===== src/rtl/spi_dac_pkg.sv =====
// ============================================================================
// spi_dac_pkg : shared constants and types for the SPI DAC frame receiver
// Revision    : 1.0
// ============================================================================
`default_nettype none

package spi_dac_pkg;

    localparam int FRAME_BITS = 16;
    localparam int DATA_BITS  = 12;

    localparam int CH_BIT   = 15;
    localparam int BUF_BIT  = 14;
    localparam int GA_BIT   = 13;
    localparam int SHDN_BIT = 12;

    typedef enum logic [1:0] {
        ST_IDLE    = 2'd0,
        ST_SHIFT   = 2'd1,
        ST_OVERRUN = 2'd2
    } state_e;

    typedef struct packed {
        logic [2:0]           ctrl;
        logic [DATA_BITS-1:0] data;
    } chan_reg_t;

    localparam chan_reg_t CHAN_RESET = '{ctrl: 3'b000, data: 12'h000};
    localparam logic [2:0] CTRL_OUT_RESET = 3'b001;

endpackage

`default_nettype wire


===== src/rtl/spi_dac_receiver_sync_edge.sv =====
// ============================================================================
// sync_edge : 2-flop synchronizer plus registered previous value for edges
// Revision  : 1.0
// ============================================================================
`default_nettype none

module sync_edge #(
    parameter logic RESET_VAL = 1'b0
) (
    input  logic clk,
    input  logic rst_n,
    input  logic async_i,
    output logic level_o,
    output logic rise_o,
    output logic fall_o
);

    logic meta_q;
    logic sync_q;
    logic prev_q;

    // Resetting to the idle pin level keeps reset release from faking an edge.
    always_ff @(posedge clk or negedge rst_n) begin
        if (!rst_n) begin
            meta_q <= RESET_VAL;
            sync_q <= RESET_VAL;
            prev_q <= RESET_VAL;
        end else begin
            meta_q <= async_i;
            sync_q <= meta_q;
            prev_q <= sync_q;
        end
    end

    assign level_o = sync_q;
    assign rise_o  = sync_q & ~prev_q;
    assign fall_o  = ~sync_q & prev_q;

endmodule

`default_nettype wire


===== src/rtl/spi_dac_receiver.sv =====
// ============================================================================
// spi_dac_receiver : 16-bit SPI frame receiver with dual-channel LDAC latching
// Revision         : 1.0
// ============================================================================
`default_nettype none

module spi_dac_receiver
    import spi_dac_pkg::*;
(
    input  logic        clk,
    input  logic        rst_n,
    input  logic        sck,
    input  logic        sdi,
    input  logic        cs,
    input  logic        ldac,
    output logic [11:0] dac_a_q,
    output logic [11:0] dac_b_q,
    output logic [2:0]  ctrl_a,
    output logic [2:0]  ctrl_b,
    output logic        frame_valid,
    output logic        frame_err,
    output logic [7:0]  err_count
);

    localparam logic [4:0] FULL_CNT = 5'(FRAME_BITS);

    logic w_sck_lvl, w_sck_rise, w_sck_fall;
    logic w_sdi_lvl, w_sdi_rise, w_sdi_fall;
    logic w_cs_lvl,  w_cs_rise,  w_cs_fall;
    logic w_ldac_lvl, w_ldac_rise, w_ldac_fall;
    logic w_unused;

    sync_edge #(.RESET_VAL(1'b1)) u_sync_sck (
        .clk(clk), .rst_n(rst_n), .async_i(sck),
        .level_o(w_sck_lvl), .rise_o(w_sck_rise), .fall_o(w_sck_fall)
    );
    sync_edge #(.RESET_VAL(1'b0)) u_sync_sdi (
        .clk(clk), .rst_n(rst_n), .async_i(sdi),
        .level_o(w_sdi_lvl), .rise_o(w_sdi_rise), .fall_o(w_sdi_fall)
    );
    sync_edge #(.RESET_VAL(1'b1)) u_sync_cs (
        .clk(clk), .rst_n(rst_n), .async_i(cs),
        .level_o(w_cs_lvl), .rise_o(w_cs_rise), .fall_o(w_cs_fall)
    );
    sync_edge #(.RESET_VAL(1'b1)) u_sync_ldac (
        .clk(clk), .rst_n(rst_n), .async_i(ldac),
        .level_o(w_ldac_lvl), .rise_o(w_ldac_rise), .fall_o(w_ldac_fall)
    );

    assign w_unused = &{1'b0, w_sck_lvl, w_sck_fall, w_sdi_rise, w_sdi_fall,
                        w_ldac_lvl, w_ldac_rise};

    state_e      state_q, state_d;
    logic [4:0]  cnt_q, cnt_d;
    logic [15:0] shreg_q, shreg_d;
    chan_reg_t   in_a_q, in_a_d;
    chan_reg_t   in_b_q, in_b_d;
    chan_reg_t   w_new;
    logic        w_good;
    logic        w_bad;

    always_comb begin
        state_d = state_q;
        cnt_d   = cnt_q;
        shreg_d = shreg_q;
        w_good  = 1'b0;
        w_bad   = 1'b0;
        case (state_q)
            ST_IDLE: begin
                if (w_cs_fall) begin
                    state_d = ST_SHIFT;
                    cnt_d   = 5'd0;
                    shreg_d = 16'h0000;
                end
            end
            ST_SHIFT: begin
                // Frame end takes priority over any bit sampled in the same cycle.
                if (w_cs_rise) begin
                    state_d = ST_IDLE;
                    if (cnt_q == FULL_CNT) begin
                        w_good = 1'b1;
                    end else begin
                        w_bad = 1'b1;
                    end
                end else if (w_sck_rise && !w_cs_lvl) begin
                    if (cnt_q == FULL_CNT) begin
                        state_d = ST_OVERRUN;
                    end else begin
                        shreg_d = {shreg_q[14:0], w_sdi_lvl};
                        cnt_d   = cnt_q + 5'd1;
                    end
                end
            end
            ST_OVERRUN: begin
                if (w_cs_rise) begin
                    state_d = ST_IDLE;
                    w_bad   = 1'b1;
                end
            end
            default: state_d = ST_IDLE;
        endcase
    end

    always_comb begin
        w_new.ctrl = {shreg_q[BUF_BIT], shreg_q[GA_BIT], shreg_q[SHDN_BIT]};
        w_new.data = shreg_q[DATA_BITS-1:0];
        in_a_d     = (w_good && !shreg_q[CH_BIT]) ? w_new : in_a_q;
        in_b_d     = (w_good &&  shreg_q[CH_BIT]) ? w_new : in_b_q;
    end

    always_ff @(posedge clk or negedge rst_n) begin
        if (!rst_n) begin
            state_q     <= ST_IDLE;
            cnt_q       <= 5'd0;
            shreg_q     <= 16'h0000;
            in_a_q      <= CHAN_RESET;
            in_b_q      <= CHAN_RESET;
            dac_a_q     <= 12'h000;
            dac_b_q     <= 12'h000;
            ctrl_a      <= CTRL_OUT_RESET;
            ctrl_b      <= CTRL_OUT_RESET;
            frame_valid <= 1'b0;
            frame_err   <= 1'b0;
            err_count   <= 8'd0;
        end else begin
            state_q     <= state_d;
            cnt_q       <= cnt_d;
            shreg_q     <= shreg_d;
            in_a_q      <= in_a_d;
            in_b_q      <= in_b_d;
            frame_valid <= w_good;
            frame_err   <= w_bad;
            // Latching from the next-state values gives write-through on a coincident frame end.
            if (w_ldac_fall) begin
                dac_a_q <= in_a_d.data;
                ctrl_a  <= in_a_d.ctrl;
                dac_b_q <= in_b_d.data;
                ctrl_b  <= in_b_d.ctrl;
            end
            if (w_bad && (err_count != 8'hFF)) begin
                err_count <= err_count + 8'd1;
            end
        end
    end

endmodule

`default_nettype wire

===== config.mk =====
export PLATFORM = sky130hd
export DESIGN_NAME = spi_dac_receiver
export DESIGN_NICKNAME = d
export VERILOG_FILES = /design/src/rtl/spi_dac_pkg.sv /design/src/rtl/spi_dac_receiver_sync_edge.sv /design/src/rtl/spi_dac_receiver.sv
export SDC_FILE = /design/constraint.sdc
export NUM_CORES = 1
export LEC_CHECK = 0
export CAP_MARGIN = 15
export CORE_UTILIZATION = 29
export CTS_CLUSTER_DIAMETER = 80
export DETAILED_ROUTE_END_ITERATION = 10
export DONT_BUFFER_PORTS = 1
export GPL_TIMING_DRIVEN = 0
export SKIP_CTS_REPAIR_TIMING = 1
export SLEW_MARGIN = 20
export SYNTH_ARGS = -nofsm -noshare
export SYNTH_HDL_FRONTEND = slang
export SYNTH_SLANG_ARGS = --single-unit

===== constraint.sdc =====
create_clock -name clk -period 3.9 [get_ports clk]
set_input_delay 0.195 -clock clk [delete_from_list [all_inputs] [get_ports clk]]
set_output_delay 0.195 -clock clk [all_outputs]
set_load 0.005 [all_outputs]

; Word-level counts from Yosys, hierarchy flattened
; Cells that the tools add are included.
[totals]
input_bits = 6
out_inout_bits = 40
regBits = 104
[op_classes]
bitwise_logic = 8
eq_ne = 11
n_mux = 25
add_sub_neg = 2
reduce_logical = 10
[ops]
columns = operator, count
row1 = $mux 16, 4
row2 = $pmux 16 s2, 1
row3 = $mux 15, 2
row4 = $mux 5, 4
row5 = $mux 2, 5
row6 = $pmux 5 s2, 1
row7 = $add 8x1->8 const B, 1
row8 = $ne 8x8->1 const B, 1
row9 = $mux 1, 6
row10 = $ne 2x2->1 const B, 3
row11 = $ne 3x2->1 const B, 2
row12 = $pmux 2 s3, 1
row13 = $add 5x1->5 const B, 1
row14 = $eq 5x5->1 const B, 1
row15 = $reduce_and 5->1, 1
row16 = $and 1x1->1, 4
row17 = $logic_and 1x1->1, 4
row18 = $ne 2x1->1 const B, 2
row19 = $not 1->1, 4
row20 = $reduce_and 4->1, 1
row21 = $eq 2x1->1 const B, 1
row22 = $eq 2x2->1 const B, 1
row23 = $logic_not 1->1, 2
row24 = $logic_not 2->1, 1
row25 = 2 further kinds, 2

; Logic depth before layout (Yosys ltp)
[depth]
word_depth = 6
mapped_depth = 9

; By module
; From an unflattened synthesis, not the netlist that was laid out.
[hier_totals]
cells_unflattened = 315
area_unflattened_um2 = 4314.1
[modules_own_cells]
columns = mod, area_per_inst_um2, instances, seq_area_each_um2, cells_per_inst
row1 = spi_dac_receiver, 3942.5, 1, 2329.7, 295
row2 = sync_edge at u_sync_cs ..., 93.8, 3, 78.8, 5
row3 = sync_edge at u_sync_sdi, 90.1, 1, 75.1, 5

; Least setup slack after synthesis
; Ideal clock, no wire load.
[synth_path]
path_kind = flip-flop to flip-flop
start = register cnt_q[0]
end = register ctrl_a[1]
path_buffers = 2
period_less_slack_ns = 2.000
setup_slack_ns = 1.900
path_stages_with_launch = 9
t_arrival_ns = 1.876
setup_ns = 0.125
cell_sequence = dfrtp_1 > inv_1 > ha_1 > and4bb_4 > and4b_1 > buf_6 > buf_8 > mux2_4 > mux2_2
[synth_rtl]
columns = item, line_no
row1 = start: declaration, spi_dac_receiver.sv:54  ; logic [4:0] cnt_q, cnt_d;
row2 = start signal: assignment, spi_dac_receiver.sv:127  ; cnt_q <= cnt_d;
row3 = end signal: assignment, spi_dac_receiver.sv:136  ; ctrl_a <= in_a_d.ctrl;
row4 = end: declaration, spi_dac_receiver.sv:18  ; output logic [2:0] ctrl_a,

; Final worst setup path
[layout_path]
start = register state_q[0]
end = register shreg_q[13]
[layout_between]
elab_chain_cells = 3
[layout_rtl]
columns = item, line_no
row1 = start: declaration, spi_dac_receiver.sv:53  ; state_e state_q, state_d;
row2 = start signal: assignment, spi_dac_receiver.sv:126  ; state_q <= state_d;
row3 = $eq 2x1->1 / $logic_not 2->1 (equally long branches), spi_dac_receiver.sv:68  ; case (state_q)
row4 = "$ne 2x2->1 (no source line), or another cell as far along", n/a
row5 = $reduce_and 5->1 (no source line), n/a
row6 = end signal: assignment, spi_dac_receiver.sv:128  ; shreg_q <= shreg_d;
row7 = end: declaration, spi_dac_receiver.sv:55  ; logic [15:0] shreg_q, shreg_d;
; Parallel ways exist; a longest one is shown, timed or not.
; A chain may end at the register's enable or synchronous reset.

==> results.sh <==
export IMPL_syn_nets=284
export IMPL_final_area_um2=4720
export IMPL_drt_initial_drc_count=147
export IMPL_die_area_um2=14700
export IMPL_antenna_found_initial=0
export IMPL_ys_ff_latch=104
export IMPL_rows=43
export IMPL_ys_types=41
export IMPL_root_buffer="clkbuf_16"
export IMPL_initial_core_util=0.297
export IMPL_synth_avg_cell_area_um2=15.1
export IMPL_ys_top_cells_by_area="dfrtp_1, mux2_2, dfstp_2, a22o_1, mux2_4"
export IMPL_via_per_inst=4.68
export IMPL_gr_total_overflow=0
export IMPL_worstSetupPathType="register to register"
export IMPL_rsz0062_at_grt="false"
export IMPL_max_freq_mhz=442
export IMPL_cts_tree="built"
export IMPL_slew_headroom=0.545
export IMPL_powerDensity_nw_per_um2=494
export IMPL_critPathLaunchType="register"
export IMPL_synth_top_area_share=0.565
export IMPL_ios=46
export IMPL_drc_errors=0
export IMPL_slew_violations=0
export IMPL_clk_latency_ns=0.35
export IMPL_die_height_um=121
export IMPL_worstPathArrival_ns=2.50
export IMPL_grt_util_all_layers=0.108
export IMPL_clockBufferDepth=2
export IMPL_grt_pass1_vias=2225
export IMPL_final_cell_mix="dfrtp_1, mux2_2, a22o_1"
export IMPL_ys_seq_area_frac=0.635
export IMPL_clkTransAtPathRegs_ns=0.07
export IMPL_final_hold_viol_count=0
export IMPL_ant_nets=0
export IMPL_synth_top_cell_by_area="dfrtp_1"
export IMPL_cts_sinks=104
export IMPL_routed_wl_mm=7.27
export IMPL_vias=2216
export IMPL_layout_commonest_cell="dfrtp_1"
export IMPL_placed_area_um2=4340
export IMPL_critPathCaptureType="register"
export IMPL_tightest_slew_ns=0.682
export IMPL_drive_gt1_frac=0.337
export IMPL_die_x_um=121
export IMPL_register_area_um2=2620
export IMPL_htree_levels=3
export IMPL_hp_class="register to register"
export IMPL_multi_input_area_um2=1410
export IMPL_finalSetupViolCount=0
export IMPL_fillerInstances=1366
export IMPL_syn_inst=272
export IMPL_hpwl_mm=4.81
export IMPL_core_um2=13900
export IMPL_gp_congestion=0.753
export IMPL_antennaDiodeCount=0
export IMPL_setup_tns_final_ns=0
export IMPL_skew_ns=0.0113
export IMPL_cp_required_ns=4.14
export IMPL_peakVddDrop_mv=0.225
export IMPL_fin_crit_sh=0.580
export IMPL_portBuffers=0
export IMPL_grt_max_degree=105
export IMPL_wire_per_inst_um=15.3
export IMPL_leakage_nw=2.27
export IMPL_ys_warn_count=0
export IMPL_syn_to_final_growth_pct=14.7
export IMPL_cts_buffers=9
export IMPL_grt_pass1_wl_mm=12.0
export IMPL_dr_pass1_iters=4
export IMPL_crit_fanout=10
export IMPL_outcome="finished clean"
export IMPL_netlist_area_um2=4120
export IMPL_layout_nets=301
export IMPL_max_cap_violations=0
export IMPL_period_minus_slack_ns=2.26
[where the power goes]
group	switching [W]	leakage (nW)	internal, W
Sequential	0.0000395	1.40	0.00112
Clock	0.000435	0.140	0.000452
Combinational	0.000186	0.723	0.000103
Total	0.000660	2.27	0.00167
[worst paths after layout]
| path | end | cells after the start | slack, ns | startpoint |
|---|---|---|---|---|
| worst max-delay path | shreg_q[13]$_DFFE_PN0P_ | 9 | 1.64 | state_q[0]$_DFFE_PN0P_ |
| worst min-delay path | u_sync_sdi.level_o$_DFF_PN0_ | 0 | 0.35 | u_sync_sdi.meta_q$_DFF_PN0_ |
| worst max register to register | shreg_q[13]$_DFFE_PN0P_ | 9 | 1.64 | state_q[0]$_DFFE_PN0P_ |
| worst min register to register | u_sync_sdi.level_o$_DFF_PN0_ | 0 | 0.35 | u_sync_sdi.meta_q$_DFF_PN0_ |
| max in group asynchronous | u_sync_cs.level_o$_DFF_PN1_ | 2 | 3.07 | rst_n |
| min in group asynchronous | in_b_q[8]$_DFF_PN0_ | 2 | 0.42 | rst_n |
[through the flow]
stage / setup WS, ns / total power (W) / hold WS (ns) / util / cells
after floorplan: 1.90 / 0.00137 / -0.101 / - / 272
after global placement: 1.71 / 0.00142 / -0.0989 / 0.313 / 452
after detailed placement: 1.63 / 0.00144 / -0.0994 / 0.313 / 452
after CTS: 1.62 / 0.00233 / -0.483 / 0.335 / 468
after global routing: 1.43 / 0.00244 / 0.364 / 0.340 / 474
final: 1.64 / 0.00233 / 0.352 / 0.340 / 474
[layer usage]
layer  share of wire  vias to the layer above  global-route usage
met5               0                        -                   0
met4           0.016                        0              0.0463
met3           0.058                       12              0.0404
met2            0.46                       34               0.158
met1            0.46                     1135               0.142
li1                -                     1035                   -
[cell type report]
class | count | share of cell area
clock inverters | 7 | 0.0162
multi-input cells | 149 | 0.297
well taps | 180 | 0.0477
inverters | 7 | 0.00556
flip-flops and latches | 104 | 0.554
repair buffers | 6 | 0.0164
plain buffers | 12 | 0.0151
clock buffers | 9 | 0.0477
[worst max-delay path: stages, from the launching register on]
cell      delay [ns]
dfrtp_1         0.40
inv_1           0.09
ha_1            0.15
clkbuf_1        0.32
nor2_1          0.14
a21o_1          0.18
or2_2           0.29
buf_2           0.18
buf_2           0.20
a22o_1          0.19
[state kept, by name, summed over array words and instances, names as in the netlist, 2 cells and up]
signal     flops
shreg_q       16
in_a_q        15
in_b_q        15
dac_a_q       12
dac_b_q       12
err_count      8
cnt_q          5
ctrl_a         3
ctrl_b         3
state_q        2
[cells in the mapped netlist (all sizes together)]
master / count
a211o: 3
a22o: 18
nand3: 6
mux2i: 1
a21o: 1
nor3b: 1
buf: 6
and4bb: 1
a221oi: 1
a21boi: 1
a21oi: 9
and2b: 1
or2: 1
ha: 6
clkbuf: 6
dfstp: 11
xor2: 5
nor4b: 2
and4: 1
and4b: 2
or3: 2
and3: 1
nor2: 5
nand2b: 3
a32oi: 1
a31oi: 2
nand4: 2
o21ai: 2
nor4: 3
dfrtp: 93
nand2: 2
nand4bb: 1
inv: 7
mux2: 63
nor3: 2
[logic make-up (layout without fill, tap and decap cells)]
family	after synthesis	after routing	share of synthesized area
flops	104	104	0.635
mux	64	64	0.184
compound gates	38	38	0.0690
simple gates	36	36	0.0595
buf+inv	19	41	0.0237
fa+ha+maj	6	6	0.0182
xor+xnor	5	5	0.0106
No activity file was read; power rests on OpenSTA's default activity.
